**src/rtl/clock_ratio_monitor_if.sv**
```systemverilog
// Bus between a divided-clock source/controller and the ratio monitor:
// control and stimulus in, measurement and status out.
interface clock_ratio_monitor_if #(
  parameter int CNT_W = 16,
  parameter int ERR_W = 8
);
  logic             enable;
  logic             div_clk_in;
  logic [CNT_W-1:0] exp_div;
  logic             clear_errors;
  logic             meas_valid;
  logic [CNT_W-1:0] meas_period;
  logic [CNT_W-1:0] meas_high;
  logic             locked;
  logic             error;
  logic             stall;
  logic [ERR_W-1:0] err_count;

  modport master (
    output enable, div_clk_in, exp_div, clear_errors,
    input  meas_valid, meas_period, meas_high, locked, error, stall, err_count
  );

  modport slave (
    input  enable, div_clk_in, exp_div, clear_errors,
    output meas_valid, meas_period, meas_high, locked, error, stall, err_count
  );
endinterface

```
**src/rtl/clock_ratio_monitor.sv**
```systemverilog
// Measures period and high time of a divided clock sampled in the fast domain
// and reports lock/mismatch/stall against an expected divide ratio.
module clock_ratio_monitor #(
  parameter int CNT_W       = 16,
  parameter int SYNC_STAGES = 2,
  parameter int LOCK_COUNT  = 4,
  parameter int ERR_W       = 8
) (
  input  logic                 clock,
  input  logic                 reset,
  clock_ratio_monitor_if.slave bus
);

  localparam int RUN_W = $clog2(LOCK_COUNT + 1);
  localparam logic [RUN_W-1:0] LOCK_V  = RUN_W'(LOCK_COUNT);
  localparam logic [RUN_W-1:0] LOCK_M1 = RUN_W'(LOCK_COUNT - 1);

  typedef enum logic [1:0] {ST_IDLE, ST_ACQUIRE, ST_MEASURE} state_t;

  state_t                 r_state, w_state_nxt;
  logic [SYNC_STAGES-1:0] r_sync, w_sync_nxt;
  logic                   r_s_prev;
  logic                   w_s, w_rise;
  logic [CNT_W-1:0]       r_per_cnt, r_hi_cnt;
  logic [RUN_W-1:0]       r_run_cnt;
  logic                   r_meas_valid, r_locked, r_error, r_stall;
  logic [CNT_W-1:0]       r_meas_period, r_meas_high;
  logic [ERR_W-1:0]       r_err_cnt;
  logic                   w_quit, w_restart, w_count, w_capture, w_stall_evt;
  logic                   w_match, w_good, w_mismatch;

  generate
    if (SYNC_STAGES > 1) begin : g_chain
      assign w_sync_nxt = {r_sync[SYNC_STAGES-2:0], bus.div_clk_in};
    end else begin : g_single
      assign w_sync_nxt = bus.div_clk_in;
    end
  endgenerate

  assign w_s    = r_sync[SYNC_STAGES-1];
  assign w_rise = w_s & ~r_s_prev;

  always_ff @(posedge clock) begin
    if (reset) begin
      r_sync   <= '0;
      r_s_prev <= 1'b0;
      r_state  <= ST_IDLE;
    end else begin
      r_sync   <= w_sync_nxt;
      r_s_prev <= w_s;
      r_state  <= w_state_nxt;
    end
  end

  always_comb begin
    w_state_nxt = r_state;
    w_quit      = 1'b0;
    w_restart   = 1'b0;
    w_count     = 1'b0;
    w_capture   = 1'b0;
    w_stall_evt = 1'b0;
    if (!bus.enable) begin
      w_state_nxt = ST_IDLE;
      w_quit      = 1'b1;
    end else begin
      case (r_state)
        ST_IDLE: w_state_nxt = ST_ACQUIRE;
        ST_ACQUIRE: begin
          if (w_rise) begin
            w_restart   = 1'b1;
            w_state_nxt = ST_MEASURE;
          end
        end
        ST_MEASURE: begin
          // A rise landing exactly on the saturated count is still a valid period.
          if (w_rise) begin
            w_capture = 1'b1;
            w_restart = 1'b1;
          end else if (r_per_cnt == '1) begin
            w_stall_evt = 1'b1;
            w_state_nxt = ST_ACQUIRE;
          end else begin
            w_count = 1'b1;
          end
        end
        default: w_state_nxt = ST_IDLE;
      endcase
    end
  end

  assign w_match = (bus.exp_div >= CNT_W'(2)) && (r_per_cnt == bus.exp_div) &&
                   (r_hi_cnt == bus.exp_div - (bus.exp_div >> 1));
  assign w_good     = w_capture & w_match;
  assign w_mismatch = w_capture & ~w_match;

  always_ff @(posedge clock) begin
    if (reset) begin
      r_per_cnt <= '0;
      r_hi_cnt  <= '0;
    end else if (w_restart) begin
      r_per_cnt <= CNT_W'(1);
      r_hi_cnt  <= CNT_W'(1);
    end else if (w_count) begin
      if (r_per_cnt != '1)          r_per_cnt <= r_per_cnt + CNT_W'(1);
      if (w_s && (r_hi_cnt != '1))  r_hi_cnt  <= r_hi_cnt + CNT_W'(1);
    end else if (w_state_nxt != ST_MEASURE) begin
      r_per_cnt <= '0;
      r_hi_cnt  <= '0;
    end
  end

  always_ff @(posedge clock) begin
    if (reset) begin
      r_meas_valid  <= 1'b0;
      r_meas_period <= '0;
      r_meas_high   <= '0;
      r_run_cnt     <= '0;
      r_locked      <= 1'b0;
      r_error       <= 1'b0;
      r_stall       <= 1'b0;
      r_err_cnt     <= '0;
    end else begin
      r_meas_valid <= w_capture;
      if (w_capture) begin
        r_meas_period <= r_per_cnt;
        r_meas_high   <= r_hi_cnt;
      end
      if (w_quit || w_stall_evt || w_mismatch) begin
        r_run_cnt <= '0;
        r_locked  <= 1'b0;
      end else if (w_good) begin
        if (r_run_cnt != LOCK_V) r_run_cnt <= r_run_cnt + RUN_W'(1);
        if (r_run_cnt >= LOCK_M1) r_locked <= 1'b1;
      end
      // New events override a simultaneous clear.
      if (bus.clear_errors) begin
        r_error   <= 1'b0;
        r_stall   <= 1'b0;
        r_err_cnt <= '0;
      end
      if (w_mismatch) begin
        r_error <= 1'b1;
        if (bus.clear_errors)      r_err_cnt <= ERR_W'(1);
        else if (r_err_cnt != '1)  r_err_cnt <= r_err_cnt + ERR_W'(1);
      end
      if (w_stall_evt) r_stall <= 1'b1;
    end
  end

  assign bus.meas_valid  = r_meas_valid;
  assign bus.meas_period = r_meas_period;
  assign bus.meas_high   = r_meas_high;
  assign bus.locked      = r_locked;
  assign bus.error       = r_error;
  assign bus.stall       = r_stall;
  assign bus.err_count   = r_err_cnt;

endmodule

```
**src/flat_wrapper.sv**
```systemverilog
// flat-port wrapper written by rule: the top's interface ports become plain ports
module clock_ratio_monitor_flat 
#(
  parameter int CNT_W       = 16,
  parameter int SYNC_STAGES = 2,
  parameter int LOCK_COUNT  = 4,
  parameter int ERR_W       = 8
)
  (clock, reset, bus_enable, bus_div_clk_in, bus_exp_div, bus_clear_errors, bus_meas_valid, bus_meas_period, bus_meas_high, bus_locked, bus_error, bus_stall, bus_err_count);
  clock_ratio_monitor_if #(.CNT_W(CNT_W), .ERR_W(ERR_W)) bus_i ();
  input  logic clock;
  input  logic reset;
  input wire logic [$bits(bus_i.enable)-1:0] bus_enable;
  input wire logic [$bits(bus_i.div_clk_in)-1:0] bus_div_clk_in;
  input wire logic [$bits(bus_i.exp_div)-1:0] bus_exp_div;
  input wire logic [$bits(bus_i.clear_errors)-1:0] bus_clear_errors;
  output wire logic [$bits(bus_i.meas_valid)-1:0] bus_meas_valid;
  output wire logic [$bits(bus_i.meas_period)-1:0] bus_meas_period;
  output wire logic [$bits(bus_i.meas_high)-1:0] bus_meas_high;
  output wire logic [$bits(bus_i.locked)-1:0] bus_locked;
  output wire logic [$bits(bus_i.error)-1:0] bus_error;
  output wire logic [$bits(bus_i.stall)-1:0] bus_stall;
  output wire logic [$bits(bus_i.err_count)-1:0] bus_err_count;
  assign bus_i.enable = bus_enable;
  assign bus_i.div_clk_in = bus_div_clk_in;
  assign bus_i.exp_div = bus_exp_div;
  assign bus_i.clear_errors = bus_clear_errors;
  assign bus_meas_valid = bus_i.meas_valid;
  assign bus_meas_period = bus_i.meas_period;
  assign bus_meas_high = bus_i.meas_high;
  assign bus_locked = bus_i.locked;
  assign bus_error = bus_i.error;
  assign bus_stall = bus_i.stall;
  assign bus_err_count = bus_i.err_count;
  clock_ratio_monitor #(.CNT_W(CNT_W), .SYNC_STAGES(SYNC_STAGES), .LOCK_COUNT(LOCK_COUNT), .ERR_W(ERR_W)) u_core (.clock(clock), .reset(reset), .bus(bus_i));
endmodule
```
**config.mk**
```make
export PLATFORM = sky130hd
export DESIGN_NAME = clock_ratio_monitor_flat
export DESIGN_NICKNAME = d
export VERILOG_FILES = /design/src/rtl/clock_ratio_monitor_if.sv /design/src/rtl/clock_ratio_monitor.sv /design/src/flat_wrapper.sv
export SDC_FILE = /design/constraint.sdc
export NUM_CORES = 1
export LEC_CHECK = 0
export BUFFER_PORTS_ARGS = -buffer_cell sky130_fd_sc_hd__buf_2
export CAP_MARGIN = 20
export CORE_MARGIN = 1.5
export CORE_UTILIZATION = 55
export DETAILED_ROUTE_END_ITERATION = 16
export GPL_TIMING_DRIVEN = 0
export PLACE_DENSITY_LB_ADDON = 0.1
export SLEW_MARGIN = 15
export SYNTH_ARGS = -nofsm -noshare
export SYNTH_HDL_FRONTEND = slang
export SYNTH_SLANG_ARGS = --single-unit
```
**constraint.sdc**
```tcl
create_clock -name clock -period 5.3 [get_ports clock]
set_input_delay 0.265 -clock clock [delete_from_list [all_inputs] [get_ports clock]]
set_output_delay 0.265 -clock clock [all_outputs]
set_load 0.1 [all_outputs]
```
Word level (Yosys, flattened, before mapping)
Cells that the tools add are included.

Flip-flop bits (word level): 84. Input bits: 21.

$add $sub $neg: 5. $lt $le $gt $ge: 2. Equality and inequality tests: 14. Muxes and demuxes: 33. Bitwise gates (word level): 5. Reduce and logical (&&, ||, !) cells: 19.

Operator list (count): $mux 16 (5); $add 16x1->16 const B (2); $eq 16x16->1 (2); $mux 8 (4); $ne 16x16->1 const B (2); $mux 1 (19); $eq 16x16->1 const B (1); $ge 16x2->1 const B (1); $sub 16x15->16 (1); $reduce_and 2->1 (6); $add 8x1->8 const B (1); $mux 2 (4); $ne 8x8->1 const B (1); $ne 2x2->1 const B (3); $ne 3x2->1 const B (2); $pmux 2 s3 (1); $reduce_bool 2->1 (3); $reduce_or 2->1 (3); $add 3x1->3 const B (1); $and 1x1->1 (3); $ge 3x2->1 const B (1); $logic_and 1x1->1 (3); $ne 3x3->1 const B (1); $reduce_bool 3->1 (1); 5 further kinds (7).

Depth between registers and ports, before layout
Gate-level depths: netlist of run 1.

Depth after elaboration: 9. Depth in mapped cells: 13. Depth with buffers taken out: 12.

Worst setup path after synthesis of run 1
Ideal clock, no wire load.

Kind: input to register. From: input bus_exp_div[0]. To: register u_core.r_err_cnt[6], in the netlist u_core.bus.err_count[6]. Arrival time: 2.879 ns. Required time: 5.184 ns. Slack: 2.304 ns. Stages on the path: 12. Path through: inv_1 -> ha_1 -> fa_1 -> or3b_1 -> a2111oi_2 -> mux2i_1 -> nor4_1 -> o2111ai_1 -> nor3_2 -> and3_4 -> or4_1 -> o211a_1.

Longest elaborated chain between the ends: 6. Elaborated cells on any way between the ends: 9.

RTL lines: start, declared (line flat_wrapper.sv:15) `input wire logic [$bits(bus_i.exp_div)-1:0] bus_exp_div;`; $sub 16x15->16, or another cell as far along (line clock_ratio_monitor.sv:92) `(r_hi_cnt == bus.exp_div - (bus.exp_div >> 1));`; $eq 16x16->1 or $logic_and 1x1->1 (tied branches) (line clock_ratio_monitor.sv:92, clock_ratio_monitor.sv:91); $logic_and 1x1->1 * (line clock_ratio_monitor.sv:91) `assign w_match = (bus.exp_div >= CNT_W'(2)) && (r_per_cnt == bus.exp_div) &&`; $not 1->1 * (line clock_ratio_monitor.sv:94) `assign w_mismatch = w_capture & ~w_match;`; $and 1x1->1 * (line clock_ratio_monitor.sv:94); $mux 8 * (line clock_ratio_monitor.sv:141) `if (w_mismatch) begin`; end signal, assigned (line clock_ratio_monitor.sv:144) `else if (r_err_cnt != '1) r_err_cnt <= r_err_cnt + ERR_W'(1);`; end, declared (line clock_ratio_monitor.sv:28) `logic [ERR_W-1:0] r_err_cnt;`.

Mark *: on every way between the ends. The rest lies on a longest branch, timed or not. A chain may end at the register's enable or synchronous reset.

Worst setup path after layout of run 1
From: register u_core.r_per_cnt[0]. To: register u_core.r_hi_cnt[9].

Longest elaborated chain between the ends: 8. Elaborated cells on any way between the ends: 14.

RTL lines: start, declared (line clock_ratio_monitor.sv:24) `logic [CNT_W-1:0] r_per_cnt, r_hi_cnt;`; start signal, assigned (line clock_ratio_monitor.sv:104) `if (r_per_cnt != '1) r_per_cnt <= r_per_cnt + CNT_W'(1);`; $eq 16x16->1 * (line clock_ratio_monitor.sv:79) `end else if (r_per_cnt == '1) begin`; $mux 2 (line clock_ratio_monitor.sv:79); $mux 2 (line clock_ratio_monitor.sv:76) `if (w_rise) begin`; $pmux 2 s3 (line clock_ratio_monitor.sv:66) `case (r_state)`; $mux 2 (line clock_ratio_monitor.sv:62) `if (!bus.enable) begin`; $ne 2x2->1 (line clock_ratio_monitor.sv:106) `end else if (w_state_nxt != ST_MEASURE) begin`; $reduce_bool 2->1 (no line); $reduce_and 2->1 (no line); end signal, assigned (line clock_ratio_monitor.sv:105) `if (w_s && (r_hi_cnt != '1)) r_hi_cnt <= r_hi_cnt + CNT_W'(1);`; end, declared (line clock_ratio_monitor.sv:24).

Marked as above.

==> summary.md, run 1 <==
| Metric | Value |
|---|---|
| Seq/Total Area, Yosys | 32.1% |
| Synthesis-to-finish area growth | 12.9% |
| Least-Margin Pin Slew | 618 ps |
| # nets final | 808 |
| Die width | 101 microns |
| Prevailing post-synth register cell | dfxtp_1 |
| Detailed route wirelength on metal2 | 6240 microns |
| Synth area leader | dfxtp_1 |
| Worst stage delay on the critical path | 500 ps |
| Crit path max-delay family | simple AND/OR/NAND/NOR gates |
| # IOs | 65 |
| Die Height | 101 microns |
| Inserted Diodes | 0 |
| Row count | 35 |
| Slew headroom | 58.7% |
| DRT Pass-1 Iters | 5 |
| Setup TNS | 0 ps |
| Drt initial violations | 326 |
| Worst path cell trace | ha_1 > nand3_1 > nor3_1 > a31oi_1 > o211ai_1 > a21boi_1 > nor2_1 > nand4_1 > xnor2_1 > nor2_1 |
| Detailed Route WL | 13900 microns |
| Cell count after synthesis | 675 |
| Worst Setup Start Kind | flip-flop |
| CP arrival | 3510 ps |
| DRC viols | 0 |
| Final hold viol count | 0 |
| Placed Cells | 868 |
| IO buf count | 64 |
| Final HPWL DP | 10800 microns |
| Share of layout cells above drive strength 1 | 11.9% |
| Worst skew pair latency | 380 ps |
| Fmax | 309 MHz |
| Initial antenna violation count | 0 |
| Fraction of registers with async set/reset | 0% |
| Post-synth top area share | 32.1% |
| Syn. warnings | 0 |
| Clock skew | 18.0 ps |
| Multi-input gate area | 3300 sq um |
| Clock Sinks | 84 |
| Crit path top cell by count | nor2_1 |
| Pleak | 2.32 nW |
| Initial cell density of the core | 56.7% |
| Buffers & Inverters on Critical Path | 0 |
| Max-cap viol count | 0 |
| M1 WL | 6590 microns |
| Crit Path Max Fanout | 6 |
| Core area | 9240 sq um |
| Final setup violation count | 0 |
| TritonCTS clock tree | done |
| Tot GR Track Use | 28.9% |
| Final ANT Viol Nets | 0 |
| Largest net degree at the start of global routing | 18 |
| Wire length of the first global-routing pass | 23000 microns |
| Setup bufs post-CTS | 0 |
| Remaining Overflow, GRT | 0 |
| Post-CTS Resized | 0 |
| Post-Syn Area | 5240 sq um |
| FF/Latch Area | 1680 sq um |
| Worst IR Drop VDD | 117 uV |
| Non-Filler Instances | 884 |
| Vias in the first global route | 4658 |
| Synth area leaders | dfxtp_1 (32%), ha_1 (8.6%), nand2_1 (7.2%), a21oi_1 (5.8%), xnor2_1 (5.5%) |
| Final-report max-slew violation count | 0 |
| RSZ-0062 raised after global routing | false |
| FILL cells | 860 |
| Syn nets | 733 |
| Critical path class | reg2reg |
| CTS H-tree depth | 3 |
| Pwr Density | 218 nW/um^2 |
| Min Tclk post-route | 3240 ps |
| Number of synthesized register bits | 84 |
| Routed len/inst | 15.7 microns |
| Synth Area per Inst | 7.76 sq um |
| TritonCTS buffer count | 9 |
| CTS clk-pin slew, worst paths | 110 ps |
| Routed vias | 5073 |
| Vias per cell | 5.74 |
| Hold WC Path Type | in2reg |
| Post-synth EDFFs | 0 |
| Clock Tree Buf Depth | 2 |
| Yosys cell types | 62 |
| Uppermost layer routed | met4 |
| Met3 wire len | 842 microns |
| Die area | 10100 sq um |
| Worst Setup End Kind | flip-flop |
| Critical path data required time | 5570 ps |
| Status | completed |
| Root Buffer | clkbuf_8 |
| Fin crit share | 61.1% |
| Gp weighted congestion | 0.916 |
| Hold-fix buffer count after cts | 0 |
| Critical path's slowest cell | dfxtp_1 |
-- path summary, 6_finish.rpt --
check,start,endpoint,slack [ps],cells past startpoint
worst min register to register,u_core.bus.meas_period[15],u_core.bus.meas_period[15],450,2
worst max-delay path,u_core.r_per_cnt[0],u_core.r_hi_cnt[9],2060,10
worst max register to register,u_core.r_per_cnt[0],u_core.r_hi_cnt[9],2060,10
worst min-delay path,bus_div_clk_in,u_core.r_sync[0],130,2
-- stage by stage --
step	util (%)	setup WS, ps	power, mW	area [sq um]	hold slack, ps
after floorplan	-	2300	0.784	5240	393
after global placement	61.9	1800	0.832	5720	425
after detailed placement	61.9	1800	0.834	5720	438
after CTS	64.0	2100	1.29	5920	122
after global routing	64.0	1660	1.34	5920	130
final	64.0	2060	1.29	5920	132
-- synthesized netlist by cell type, types with 10 or more instances --
master,count
nor2b_1,14
o21ai_0,14
o21ai_1,14
a21oi_1,61
ha_1,36
xnor2_1,33
nand2_1,100
nand4_1,12
and3_1,11
dfxtp_1,84
nor2_1,62
xor2_1,19
a31oi_1,12
nand3_1,20
o211ai_1,10
inv_1,36
nor3_1,10
clkbuf_1,24
-- routing by layer --
metal / up-vias / global-route usage [%]
li1: 2507 / -
met1: 2358 / 40.4
met2: 185 / 46.3
met3: 23 / 4.02
met4: 0 / 8.78
met5: - / 0
-- kinds of logic (layout without fill, tap and decap cells) --
group                    count (synthesis)  count (layout)  synth area share (%)
AO/OA/AOI/OAI                          155             155                  18.9
XOR/XNOR                                53              53                  9.00
adder cells (fa/ha/maj)                 37              37                  8.98
buffers and inverters                   67             147                  4.92
flip-flops                              84              84                  32.1
multiplexers                             5               5                 0.979
AND/OR/NAND/NOR                        274             274                  25.1
-- power breakdown --
part,switching [mW],internal (mW)
registers,0.00112,0.632
clock network,0.283,0.182
logic,0.115,0.0759
-- state kept, by name (all words and copies together) (netlist names), 2 cells and up --
register,cells
u_core.bus.meas_high,16
u_core.r_run_cnt,3
u_core.bus.meas_period,16
u_core.r_state,2
u_core.bus.err_count,8
u_core.r_per_cnt,16
u_core.r_sync,2
u_core.r_hi_cnt,16
-- worst register-to-register path, cell delays in order (launching register included) --
cell and delay (ps):
dfxtp_1 500, ha_1 270, nand3_1 160, nor3_1 460, a31oi_1 190, o211ai_1 500, a21boi_1 270, nor2_1 410
nand4_1 170, xnor2_1 160, nor2_1 50
-- final cells by class --
| type | instances | share of cell area (%) |
|---|---|---|
| multi-input combinational | 524 | 55.8 |
| sequential | 84 | 28.4 |
| timing repair buffer | 64 | 5.41 |
| tap | 129 | 2.73 |
| inverter | 36 | 2.28 |
| clock buffer | 9 | 2.09 |
| buffer | 31 | 2.07 |
| clock inverter | 7 | 1.18 |
-- cell usage in the layout, fill, tap and decap left out, drive strengths merged, types with 7 or more instances in the layout --
master	netlist	routed
nand2	100	100
dfxtp	84	84
buf	7	71
nor2	62	62
a21oi	61	61
inv	36	39
ha	36	36
xnor2	34	34
clkbuf	24	33
o21ai	28	28
nand3	20	20
xor2	19	19
nor2b	14	14
a31oi	12	12
nand4	12	12
and3	12	12
nor3	12	12
o211ai	10	10
nand2b	9	9
nor4	7	7
No activity file was read; power rests on OpenSTA's default activity.
==> run 2, diff against run 1 <==
Clock period 5.3 ns to 3.1 ns, I/O delays scaled along.
==> run 2 against run 1 <==
Compared with the run above: final cell count rose by 0.23%; non-clock buffer count rose by 2; worst setup slack got worse by 1800 ps; count of clock-buffer cells in the layout did not move; critical path depth rose by 3; global-route usage barely moved; sequential power rose by 71%; power rose by 71%; combinational power rose by 75%; first-iteration DRC count fell by 6.4%; clock power rose by 71%; via count barely moved; critical endpoint is now u_core.bus.err_count[6]; largest cell class unchanged; highest routed layer unchanged.
==> summary.md, run 2 (same netlist as run 1, synthesis figures left out) <==
| Metric | Value |
|---|---|
| Setup TNS | 0 ps |
| Tot GR Track Use | 28.9% |
| Max-cap viol count | 0 |
| Detailed Route WL | 14000 microns |
| Final HPWL DP | 10800 microns |
| Worst path cell trace | buf_2 > inv_1 > ha_1 > fa_2 > or3b_4 > a2111oi_4 > mux2i_1 > nor4_2 > o2111ai_2 > nor3_2 > and3_4 > or4_1 > o211a_1 |
| Wire length of the first global-routing pass | 23100 microns |
| IO buf count | 64 |
| Cell count along the critical path | 13 |
| CTS H-tree depth | 3 |
| GR Util met1 | 40.4% |
| Fin crit share | 92.5% |
| Crit path max-delay family | simple AND/OR/NAND/NOR gates |
| Routed len/inst | 15.8 microns |
| Slew headroom | 58.0% |
| Initial cell density of the core | 56.7% |
| Worst skew pair latency | 380 ps |
| Die Height | 101 microns |
| Worst stage delay on the critical path | 460 ps |
| Drt initial violations | 305 |
| Core area | 9240 sq um |
| Critical path's slowest cell | or4_1 |
| CP arrival | 3130 ps |
| Initial antenna violation count | 0 |
| Final Cell Area | 5980 sq um |
| Share of layout cells above drive strength 1 | 13.2% |
| Vias in the first global route | 4676 |
| Clock Tree Buf Depth | 2 |
| TritonCTS buffer count | 9 |
| Worst Setup End Kind | flip-flop |
| Min-Delay Endpoint | u_core.r_sync[0] |
| Hold WC Path Type | in2reg |
| Critical path class | in2reg |
| Worst Setup Start Kind | input port |
| Die width | 101 microns |
| Worst IR Drop VDD | 202 uV |
| Met2 usage | 46.3% |
| Row count | 35 |
| Synthesis-to-finish area growth | 14.2% |
| Critical path data required time | 3370 ps |
| Crit Path Max Fanout | 4 |
| DRC viols | 0 |
| Final setup violation count | 0 |
| Buffers & Inverters on Critical Path | 2 |
| Number of cells on the worst reg-to-reg path | 8 |
| CTS clk-pin slew, worst paths | 100 ps |
| Multi-input gate area | 3350 sq um |
| Routed vias | 5068 |
| # nets final | 810 |
| WHS Path Cells | 2 |
| Fmax | 349 MHz |
| Pleak | 2.34 nW |
| DRT Pass-1 Iters | 5 |
| R2r startpoint | u_core.r_per_cnt[0] |
| FILL cells | 855 |
| Root Buffer | clkbuf_8 |
| FF/Latch Area | 1680 sq um |
| Hold_sp | bus_div_clk_in |
| R2R Setup Slk | 370 ps |
| Remaining Overflow, GRT | 0 |
| Final-report max-slew violation count | 0 |
| RSZ-0062 raised after global routing | false |
| Busiest grt layer | met2 |
| Critical R2R Capture | u_core.r_per_cnt[0] |
| Placed Area | 5720 sq um |
| Final ANT Viol Nets | 0 |
| Min Tclk post-route | 2870 ps |
| Clock skew | 17.9 ps |
| Gp weighted congestion | 0.916 |
| Status | completed |
| Least-Margin Pin Slew | 627 ps |
| Global routing met3 resource utilization | 4.02% |
| Die area | 10100 sq um |
| Inserted Diodes | 0 |
| Commonest non-fill, non-tap cell in the layout | nand2_1 |
| TritonCTS clock tree | done |
| Vias per cell | 5.72 |
| # IOs | 65 |
| Pwr Density | 369 nW/um^2 |
| Most frequent cells in the layout | nand2_1 (100), dfxtp_1 (84), buf_2 (66) |
| Clock Sinks | 84 |
| Largest net degree at the start of global routing | 18 |
| Final hold viol count | 0 |
| Final Hold Slack | 21.1 ps |
run 2: per-layer routing:
layer  up-vias  wire length (microns)
met5         -                      0
met4         0                    213
met3        23                    840
met2       187                   6360
met1      2348                   6540
li1       2510                      -
run 2: layout make-up:
class	count	share of cell area, %
tap	129	2.70
buffer	31	2.13
clock inverter	7	1.17
inverter	36	2.26
clock buffer	9	2.07
timing repair buffer	66	5.61
multi-input combinational	524	56.0
sequential	84	28.1
run 2: worst reg2reg max path: cells and delay by family (launching register included):
| family | cells | cell delay [ps] |
|---|---|---|
| AND/OR/NAND/NOR | 5 | 1580 |
| flip-flops | 1 | 500 |
| AO/OA/AOI/OAI | 2 | 320 |
| adder cells (fa/ha/maj) | 1 | 260 |
run 2: where the power goes:
group          switching [mW]  total, mW  leakage, nW  internal [mW]
combinational           0.201      0.334         1.58          0.133
sequential            0.00181       1.08        0.677           1.08
clock                   0.481      0.793       0.0887          0.312
run 2: per-stage QoR:
step / util, % / setup slack, ps / total power [mW] / std cells
after floorplan: - / 214 / 1.34 / 675
after global placement: 61.9 / -291 / 1.42 / 868
after detailed placement: 61.9 / -292 / 1.43 / 868
after CTS: 64.1 / 79.6 / 2.21 / 885
after global routing: 64.7 / 4.50 / 2.31 / 886
final: 64.7 / 234 / 2.21 / 886
run 2: how the worst max path moves through the flow:
stage                              from                      end  slack, ps
floorplan                bus_exp_div[0]  u_core.bus.err_count[6]        210
global placement         bus_exp_div[0]  u_core.bus.err_count[5]       -290
detailed placement       bus_exp_div[0]  u_core.bus.err_count[6]       -290
CTS                 u_core.r_per_cnt[0]      u_core.r_hi_cnt[13]         80
global route        u_core.r_per_cnt[0]       u_core.r_hi_cnt[9]          5
finish                   bus_exp_div[0]  u_core.bus.err_count[6]        230
run 2: timing repair:
item / CTS / global route
endpoints found under the setup margin: 8 / 28
setup buffers: 1 / 1
gates resized for setup: 0 / 10
hold buffers: 0 / 0
cloned: 0 / 0
pin swaps: 1 / 4
==> run 3, diff against run 2 <==
Settings changed: CELL_PAD_IN_SITES_DETAIL_PLACEMENT set to 1, CELL_PAD_IN_SITES_GLOBAL_PLACEMENT set to 1, CORE_UTILIZATION 55 to 43.
==> run 3 against run 2 <==
Compared with the run above: critical endpoint unchanged; worst hold slack worse by 1.7 ps; clock skew decreased by 8.9 ps; critical path depth up 1; sequential cell count unchanged.
==> summary.md, run 3 (same netlist as run 1, synthesis figures left out) <==
| Metric | Value |
|---|---|
| Vias in the first global route | 5095 |
| Inserted Diodes | 0 |
| Worst Setup Start Kind | input port |
| Final ANT Viol Nets | 0 |
| Initial antenna violation count | 0 |
| Gp weighted congestion | 0.883 |
| IO buf count | 64 |
| Final hold viol count | 0 |
| Routed vias | 5150 |
| Non-Filler Instances | 906 |
| Die Height | 113 microns |
| Initial cell density of the core | 43.8% |
| Worst path cell trace | buf_2 > inv_1 > ha_4 > fa_2 > or3b_4 > a2111oi_4 > mux2i_1 > nor4_1 > o2111ai_1 > nor3_2 > and3_4 > buf_6 > o31ai_1 > o211a_1 |
| Fmax | 333 MHz |
| Largest net degree at the start of global routing | 14 |
| Pwr Density | 394 nW/um^2 |
| Final Cell Area | 6100 sq um |
| Share of layout cells above drive strength 1 | 13.2% |
| Remaining Overflow, GRT | 0 |
| Final Total Pwr | 2.41 mW |
| Synthesis-to-finish area growth | 16.4% |
| Clock Sinks | 84 |
| # nets final | 812 |
| Hold WC Path Type | in2reg |
| Final HPWL DP | 12400 microns |
| Least-Margin Pin Slew | 643 ps |
| Pleak | 2.40 nW |
| CTS clk-pin slew, worst paths | 60 ps |
| Status | completed |
| Pre-CTS WS | -306 ps |
| Most frequent cells in the layout | nand2_1 (100), dfxtp_1 (83), buf_2 (66) |
| Worst Setup End Kind | flip-flop |
| Root Buffer | clkbuf_16 |
| Fin crit share | 96.8% |
| Commonest non-fill, non-tap cell in the layout | nand2_1 |
| Worst setup margin | 98.1 ps |
| Detailed Route WL | 15800 microns |
| Critical path's slowest cell | fa_2 |
| Die area | 12900 sq um |
| CP arrival | 3240 ps |
| Row count | 40 |
| Min Tclk post-route | 3000 ps |
| Worst IR Drop VDD | 230 uV |
| Critical path class | in2reg |
| CTS H-tree depth | 3 |
| Placed Area | 5740 sq um |
| DRT Pass-1 Iters | 4 |
| Wire length of the first global-routing pass | 25900 microns |
| Worst stage delay on the critical path | 410 ps |
| Max-cap viol count | 0 |
| Final-report max-slew violation count | 0 |
| Setup TNS | 0 ps |
| Crit Path Max Fanout | 5 |
| Clock Tree Buf Depth | 2 |
| Core area | 12000 sq um |
| # IOs | 65 |
| Vias per cell | 5.68 |
| Placed Cells | 886 |
| Worst skew pair latency | 350 ps |
| DRC viols | 0 |
| Routed len/inst | 17.5 microns |
| Final setup violation count | 0 |
| Hold-fix buffer count after cts | 0 |
| TritonCTS buffer count | 9 |
| Critical path data required time | 3340 ps |
| Drt initial violations | 289 |
| TritonCTS clock tree | done |
| Die width | 113 microns |
| Tot GR Track Use | 25.5% |
| Slew headroom | 57.0% |
| Clock skew | 8.96 ps |
==> run 3: critical path: cells and delay by family <==
kind | cells | cell delay, ps
AOI/OAI and AO/OA | 4 | 830
and+or+nand+nor | 4 | 1260
muxes | 1 | 120
buffers and inverters | 3 | 280
adders and majority gates | 2 | 580
==> run 3: layout make-up <==
cell class | instances | area [sq um]
Clock inverter | 4 | 26.3
Timing Repair Buffer | 68 | 350
Tap cell | 147 | 184
Inverter | 36 | 135
Sequential cell | 84 | 1680
Buffer | 31 | 126
Fill cell | 1516 | 5860
Clock buffer | 12 | 236
Multi-Input combinational cell | 524 | 3360
==> run 3: path summary, 6_finish.rpt <==
kind                                 from                 endpoint  slack (ps)  cells past startpoint
setup / recovery           bus_exp_div[0]  u_core.bus.err_count[6]         100                     14
hold / removal             bus_div_clk_in         u_core.r_sync[0]          20                      2
setup reg to reg     u_core.r_per_cnt[11]  u_core.bus.err_count[6]         210                     11
hold reg to reg   u_core.bus.meas_high[4]  u_core.bus.meas_high[4]         450                      2
==> run 3: what timing repair did <==
action,CTS,global route
cloned,0,1
gates resized for setup,1,13
buffers inserted,1,2
setup endpoints to repair,13,29
pin swaps,1,7
==> run 3: power breakdown <==
part | leakage [nW] | switching [mW] | internal (mW)
clock | 0.127 | 0.437 | 0.542
combinational | 1.60 | 0.206 | 0.137
sequential | 0.677 | 0.00210 | 1.08
==> run 3: routing by layer <==
metal	GRT usage [%]	share of wire, %	up-vias
li1	-	-	2511
met1	34.0	47	2509
met2	43.2	47	111
met3	3.72	4.1	19
met4	7.00	1.5	0
met5	0	0	-
==> run 3: through the flow <==
step | utilization (%) | hold WS (ps)
global route | 51.0 | 33.5
floorplan | - | 283
finish | 51.0 | 19.5
global placement | 48.0 | 366
CTS | 50.3 | 17.7
detailed placement | 48.0 | 381
